**config.mk**
```make
export PLATFORM = sky130hd
export DESIGN_NAME = call_register
export DESIGN_NICKNAME = d
export VERILOG_FILES = /design/src/rtl/call_register.sv
export SDC_FILE = /design/constraint.sdc
export NUM_CORES = 1
export LEC_CHECK = 0
export CORE_MARGIN = 3
export CORE_UTILIZATION = 45
export CTS_BUF_LIST = sky130_fd_sc_hd__clkbuf_4 sky130_fd_sc_hd__clkbuf_8
export CTS_CLUSTER_SIZE = 16
export DETAILED_ROUTE_END_ITERATION = 12
export PLACE_DENSITY = 0.74
export REMOVE_ABC_BUFFERS = 1
export SLEW_MARGIN = 30
export SYNTH_ARGS = -nofsm -noshare
export SYNTH_HDL_FRONTEND = slang
export SYNTH_SLANG_ARGS = --single-unit
```
**constraint.sdc**
```tcl
create_clock -name clk -period 2.2 [get_ports clk]
set_clock_uncertainty 0.2 [all_clocks]
set_input_delay 0.44 -clock clk [delete_from_list [all_inputs] [get_ports clk]]
set_output_delay 0.44 -clock clk [all_outputs]
set_load 0.01 [all_outputs]
```
**src/rtl/call_register.sv**
```systemverilog
// Floor-call front end for the elevator: syncs and debounces three active-low keys,
// latches accepted presses until served, blocks calls in SOS and flags stuck keys.
`timescale 1ns/1ps

module call_register #(
    parameter int DEBOUNCE_CYCLES = 500000,
    parameter int STUCK_CYCLES    = 250000000
) (
    input  logic       clk,
    input  logic       reset_n,
    input  logic [2:0] key_n,
    input  logic       sos_active,
    input  logic       served_valid,
    input  logic [1:0] served_floor,
    output logic [2:0] call_pending,
    output logic [2:0] call_pulse,
    output logic [2:0] stuck_fault
);
    localparam int NUM_KEYS = 3;
    localparam int DW = $clog2(DEBOUNCE_CYCLES + 1);
    localparam int SW = $clog2(STUCK_CYCLES + 1);
    localparam logic [DW-1:0] DB_LAST   = DW'(DEBOUNCE_CYCLES - 1);
    localparam logic [SW-1:0] HOLD_MAX  = SW'(STUCK_CYCLES);
    localparam logic [SW-1:0] HOLD_LAST = SW'(STUCK_CYCLES - 1);

    genvar g;
    generate
        for (g = 0; g < NUM_KEYS; g++) begin : g_key
            logic [1:0]    r_sync;
            logic          r_stable;
            logic          r_stable_d;
            logic [DW-1:0] r_db_cnt;
            logic [SW-1:0] r_hold_cnt;
            logic          r_stuck;
            logic          r_pending;
            logic          r_pulse;

            logic w_press;
            logic w_serve;
            logic w_db_done;
            logic w_stable_nxt;
            logic w_rise;
            logic w_stuck_set;
            logic w_accept;

            always_comb begin
                w_press      = ~r_sync[1];
                w_serve      = served_valid && (served_floor == 2'(g));
                w_db_done    = (w_press != r_stable) && (r_db_cnt == DB_LAST);
                w_stable_nxt = w_db_done ? ~r_stable : r_stable;
                w_rise       = r_stable & ~r_stable_d;
                // Stuck fires on the edge the hold count reaches its limit, only if still held.
                w_stuck_set  = r_stable & w_stable_nxt & (r_hold_cnt == HOLD_LAST);
                w_accept     = w_rise & ~sos_active & ~r_stuck & ~w_serve;
            end

            always_ff @(posedge clk or negedge reset_n) begin
                if (!reset_n) begin
                    r_sync     <= 2'b11;
                    r_stable   <= 1'b0;
                    r_stable_d <= 1'b0;
                    r_db_cnt   <= '0;
                end else begin
                    r_sync     <= {r_sync[0], key_n[g]};
                    r_stable   <= w_stable_nxt;
                    r_stable_d <= r_stable;
                    if ((w_press == r_stable) || w_db_done)
                        r_db_cnt <= '0;
                    else
                        r_db_cnt <= r_db_cnt + DW'(1);
                end
            end

            always_ff @(posedge clk or negedge reset_n) begin
                if (!reset_n) begin
                    r_hold_cnt <= '0;
                    r_stuck    <= 1'b0;
                end else if (!w_stable_nxt) begin
                    r_hold_cnt <= '0;
                    r_stuck    <= 1'b0;
                end else if (r_stable && (r_hold_cnt != HOLD_MAX)) begin
                    r_hold_cnt <= r_hold_cnt + SW'(1);
                    if (w_stuck_set)
                        r_stuck <= 1'b1;
                end
            end

            // Clears (SOS, serve, new stuck fault) take priority over a fresh press.
            always_ff @(posedge clk or negedge reset_n) begin
                if (!reset_n) begin
                    r_pending <= 1'b0;
                    r_pulse   <= 1'b0;
                end else begin
                    r_pulse <= w_accept;
                    if (sos_active || w_serve || w_stuck_set)
                        r_pending <= 1'b0;
                    else if (w_accept)
                        r_pending <= 1'b1;
                end
            end

            assign call_pending[g] = r_pending;
            assign call_pulse[g]   = r_pulse;
            assign stuck_fault[g]  = r_stuck;
        end
    endgenerate

endmodule

```
Word level (Yosys, flattened, before mapping) --
Index checks and enable logic that the tools add are counted.
Storage, ports and cells: register bits after elaboration 162, bits of input ports 9, output and inout bits 9, word-level logic and storage cells 139
Cells by class: add/sub/neg operators 6, equal/unequal tests 23, mux-type cells 27, bitwise operators 34, reduce and logical (&&, ||, !) cells 25
Operators with widths (number):
- $mux W28 | 6
- $add A28 B1 Y28 const B | 3
- $eq A28 B28 Y1 const B | 3
- $ne A28 B28 Y1 const B | 3
- $add A19 B1 Y19 const B | 3
- $eq A19 B19 Y1 const B | 3
- $mux W19 | 3
- $and A1 B1 Y1 | 18
- $mux W1 | 18
- $not A1 Y1 | 16
- $ne A2 B1 Y1 const B | 6
- $logic_and A1 B1 Y1 | 9
- $logic_or A1 B1 Y1 | 9
- $reduce_and A2 Y1 | 3
- $reduce_bool A2 Y1 | 3
- $eq A1 B1 Y1 | 3
- $ne A1 B1 Y1 | 3
- $eq A2 B1 Y1 const B | 1
- $eq A2 B2 Y1 const B | 1
- $logic_not A2 Y1 | 1

Depth between registers and ports, before layout --
depth after elaboration 9, gate-level depth with buffers 8, gate-level depth less buffers 7

Worst setup path before layout --
No wires, ideal clock.
kind register to register, start register g_key[1].r_hold_cnt[14], end register g_key[1].r_hold_cnt[1], library setup time 119 ps, arrival 1909 ps, data required time 1881 ps, path slack -28 ps, stages on the path, launching flop included 6, buffers on the path 0, period minus slack after synthesis 2228 ps, cell sequence dfrtp_1 -> or4b_1 -> or4_4 -> o21ai_4 -> mux2i_1 -> nor2_2
On the way: longest elaborated chain between the ends 3
RTL lines:
- start, declared | RTL line 33 | logic [SW-1:0] r_hold_cnt;
- start signal, assigned | RTL line 82 | r_hold_cnt <= r_hold_cnt + SW'(1);
- $ne A28 B28 Y1 | RTL line 81 | end else if (r_stable && (r_hold_cnt != HOLD_MAX)) begin
- $logic_and A1 B1 Y1 | RTL line 81
- $ne A2 B1 Y1 (no line)
No other way between the ends. A chain may end at the register's enable or synchronous reset.

Worst setup path in the final report --
start register g_key[1].r_hold_cnt[10], end register g_key[1].r_hold_cnt[1]
The elaborated chain is that of the path after synthesis.

==> results.sh <==
export IMPL_cts_buffers=17
export IMPL_start_util=0.460
export IMPL_grt_max_degree=54
export IMPL_rsz0062_at_grt="yes"
export IMPL_yosysSeqAreaShare=0.509
export IMPL_slew_limit_headroom=0.651
export IMPL_coreArea_um2=17400
export IMPL_cp_max_fo=6
export IMPL_cellPowerDensity_nw_per_um2=571
export IMPL_ant_nets=0
export IMPL_synth_edf_count=0
export IMPL_finalWirelength_um=14900
export IMPL_place_inst=1080
export IMPL_swShare=0.226
export IMPL_combinationalPowerShare=0.028
export IMPL_die_y_um=139
export IMPL_die_area_um2=19400
export IMPL_yosysTopAreaCell="dfrtp_1"
export IMPL_vdd_ir_drop_max_mv=0.370
export IMPL_via_per_inst=5.23
export IMPL_htree_num_levels=4
export IMPL_synth_top_family_by_area="simple AND/OR/NAND/NOR gates"
export IMPL_worst_slack_ns=-0.0991
export IMPL_cp_arrival_ns=2.44
export IMPL_hold_viol_final=0
export IMPL_muxShareOfSynthArea=0.00800
export IMPL_worstPathRequired_ns=2.34
export IMPL_ys_flop_type="dfrtp_1"
export IMPL_dr_total_vias=5847
export IMPL_instances_no_fill=1118
export IMPL_switching_power_mw=1.19
export IMPL_rows=48
export IMPL_synth_compound_area_frac=0.0254
export IMPL_yosysUniqueCellTypes=53
export IMPL_synth_most_common_cell="nor2_1"
export IMPL_tightest_slew_ns=0.523
export IMPL_yosys_warnings=0
export IMPL_p_seq_frac=0.574
export IMPL_synth_area_top_cells="dfrtp_1 (49%), xor2_1 (9.1%), nor2_1 (7.7%), xnor2_1 (4.7%), nand3_1 (3.7%)"
export IMPL_antenna_found_initial=0
export IMPL_setup_viol=6
export IMPL_fin_nets=898
export IMPL_drv_slew=0
export IMPL_num_io_pins=18
export IMPL_yosys_top_cells_count="nor2_1 (164), dfrtp_1 (156), xor2_1 (83), nand3_1 (59), nand4_1 (46)"
export IMPL_maxCapViolations=0
export IMPL_internal_power_mw=4.07
export IMPL_clock_path_buffers=2
export IMPL_die_x_um=139
export IMPL_cts_tree="built"
export IMPL_grt_pass1_vias=5690
export IMPL_drt_pass1_iter_count=5
export IMPL_period_needed_ns=2.30
export IMPL_total_power_mw=5.25
export IMPL_fillers=1511
export IMPL_io_buffer_count=17
export IMPL_dp_hpwl_um=10400
export IMPL_crit_type="flop to flop"
export IMPL_grtUsageTotal=0.162
export IMPL_synth_cells=816
export IMPL_gp_congestion=0.834
export IMPL_cp_end_kind="flop"
export IMPL_wire_per_inst_um=13.4
export IMPL_period_share=1.05
export IMPL_clk_latency_ns=0.46
export IMPL_timing_fmax_mhz=435
export IMPL_violations="setup timing"
export IMPL_clkTransAtPathRegs_ns=0.08
export IMPL_syn_to_final_growth_pct=15.3
export IMPL_synth_simple_area_share=0.268
export IMPL_synth_top_area_share=0.489
export IMPL_synth_avg_cell_area_um2=9.78
export IMPL_drc=0
export IMPL_postSynth_asyncResetShare=1.00
export IMPL_num_antenna_cells=0
export IMPL_drt_initial_drc_count=391
export IMPL_overflow=0
export IMPL_ctsRootBufferMaster="clkbuf_8"
export IMPL_postSynthRegisterBits=162
export IMPL_hold_slack_ns=0.160
export IMPL_drive_above_1_share=0.147
export IMPL_power_leakage_nw=3.80
export IMPL_clockPowerShare=0.398
export IMPL_cts_sinks=162
export IMPL_status="finished with violations"
export IMPL_synth_xor_area_share=0.138
export IMPL_cp_start_kind="flop"
export IMPL_syn_cell_area_um2=7980
export IMPL_grt_pass1_wl_um=26400
export IMPL_hp_class="flop to flop"
export IMPL_synth_adder_area_share=0.0141
## worst paths after layout
check	startpoint	endpoint	slack, ns	cells after the start
max	g_key[1].r_hold_cnt[10]$_DFFE_PN0P_	g_key[1].r_hold_cnt[1]$_DFFE_PN0P_	-0.1	5
min	g_key[2].r_sync[0]$_DFF_PN1_	g_key[2].r_sync[1]$_DFF_PN1_	0.16	0
max reg2reg	g_key[1].r_hold_cnt[10]$_DFFE_PN0P_	g_key[1].r_hold_cnt[1]$_DFFE_PN0P_	-0.1	5
min reg2reg	g_key[2].r_sync[0]$_DFF_PN1_	g_key[2].r_sync[1]$_DFF_PN1_	0.16	0
max in group asynchronous	reset_n	g_key[1].r_sync[1]$_DFF_PN1_	0.86	3
min in group asynchronous	reset_n	g_key[2].r_hold_cnt[2]$_DFFE_PN0P_	0.31	2
## power groups by stage
stage	Combinational [mW]	Sequential, mW	Clock [mW]
after floorplan	0.0383	3.07	0
after global placement	0.144	3.07	0
after detailed placement	0.147	3.07	0
after CTS	0.149	3.01	2.15
after global routing	0.170	3.02	2.28
final	0.146	3.01	2.09
## kinds of logic after synthesis
kind of cell	Yosys count
XOR/XNOR	126
AND/OR/NAND/NOR	417
buffers and inverters	62
AO/OA/AOI/OAI	34
adder cells (fa/ha/maj)	9
multiplexers	6
flip-flops	162
## critical path, cell delays in order (launching register included)
cell and delay [ns]:
dfrtp_1 0.39, or4b_1 0.52, or4_4 0.57, o21ai_4 0.22, mux2i_1 0.25, nor2_2 0.04
## final cells by class
class	instances	area, um^2	area share
timing repair buffer	76	667	0.0724
sequential	162	4060	0.441
multi-input combinational	592	3700	0.402
clock buffer	23	298	0.0324
tap	225	282	0.0306
clock inverter	9	81.3	0.00884
inverter	31	116	0.0126
## flip-flops by register name, indices dropped and copies added (netlist names)
signal and flops:
g_key.r_db_cnt 57, g_key.r_hold_cnt 84, g_key.r_pending 3, g_key.r_pulse 3, g_key.r_stable 3, g_key.r_stable_d 3, g_key.r_stuck 3, g_key.r_sync 6
## cells in the final DEF (no fill, tap or decap), types with 3 or more instances in the layout
master / n
clkinvlp_4: 3
nand2_1: 45
a31oi_1: 3
nor4_1: 9
xnor2_1: 43
and4_1: 6
buf_4: 54
clkinv_2: 4
nor3_2: 6
and2_1: 7
nor3_1: 13
clkbuf_4: 3
inv_1: 28
mux2i_1: 3
xor2_1: 83
nor2_1: 164
nand3_1: 59
nor4_4: 3
clkbuf_8: 20
or4_1: 3
nand4_1: 46
clkdlybuf4s50_1: 16
o21ai_0: 9
ha_1: 9
a21oi_1: 12
nor4b_1: 4
dfrtp_1: 155
dfstp_2: 6
and3_1: 14
inv_2: 3
buf_12: 4
or3_1: 7
## metal layers
metal  vias to the layer above  part of all wire  GRT usage
met1                      2856              0.48      0.224
met5                         -                 0          0
met3                        15             0.028     0.0317
met2                        87              0.48      0.260
li1                       2889                 -          -
met4                         0             0.012     0.0536
## per-stage QoR
step,setup TNS [ns],instance area [um^2],util,worst slack (ns)
4_1_cts,-0.151,9110,0.525,-0.0893
3_5_place_dp,-0.307,8700,0.501,-0.103
3_3_place_gp,-0.0584,8700,0.501,-0.0504
6_report,-0.202,9210,0.530,-0.0991
5_1_grt,-0.517,9210,0.530,-0.141
2_1_floorplan,-0.0421,7800,-,-0.0421
## what timing repair did
item	in CTS	in global routing
resized for setup	3	11
hold buffers	1	0
pin swaps	4	3
endpoints found under the hold margin	43	0
buffers inserted	0	5
setup endpoints to repair	26	86
Power figures use the tool's default switching activity.
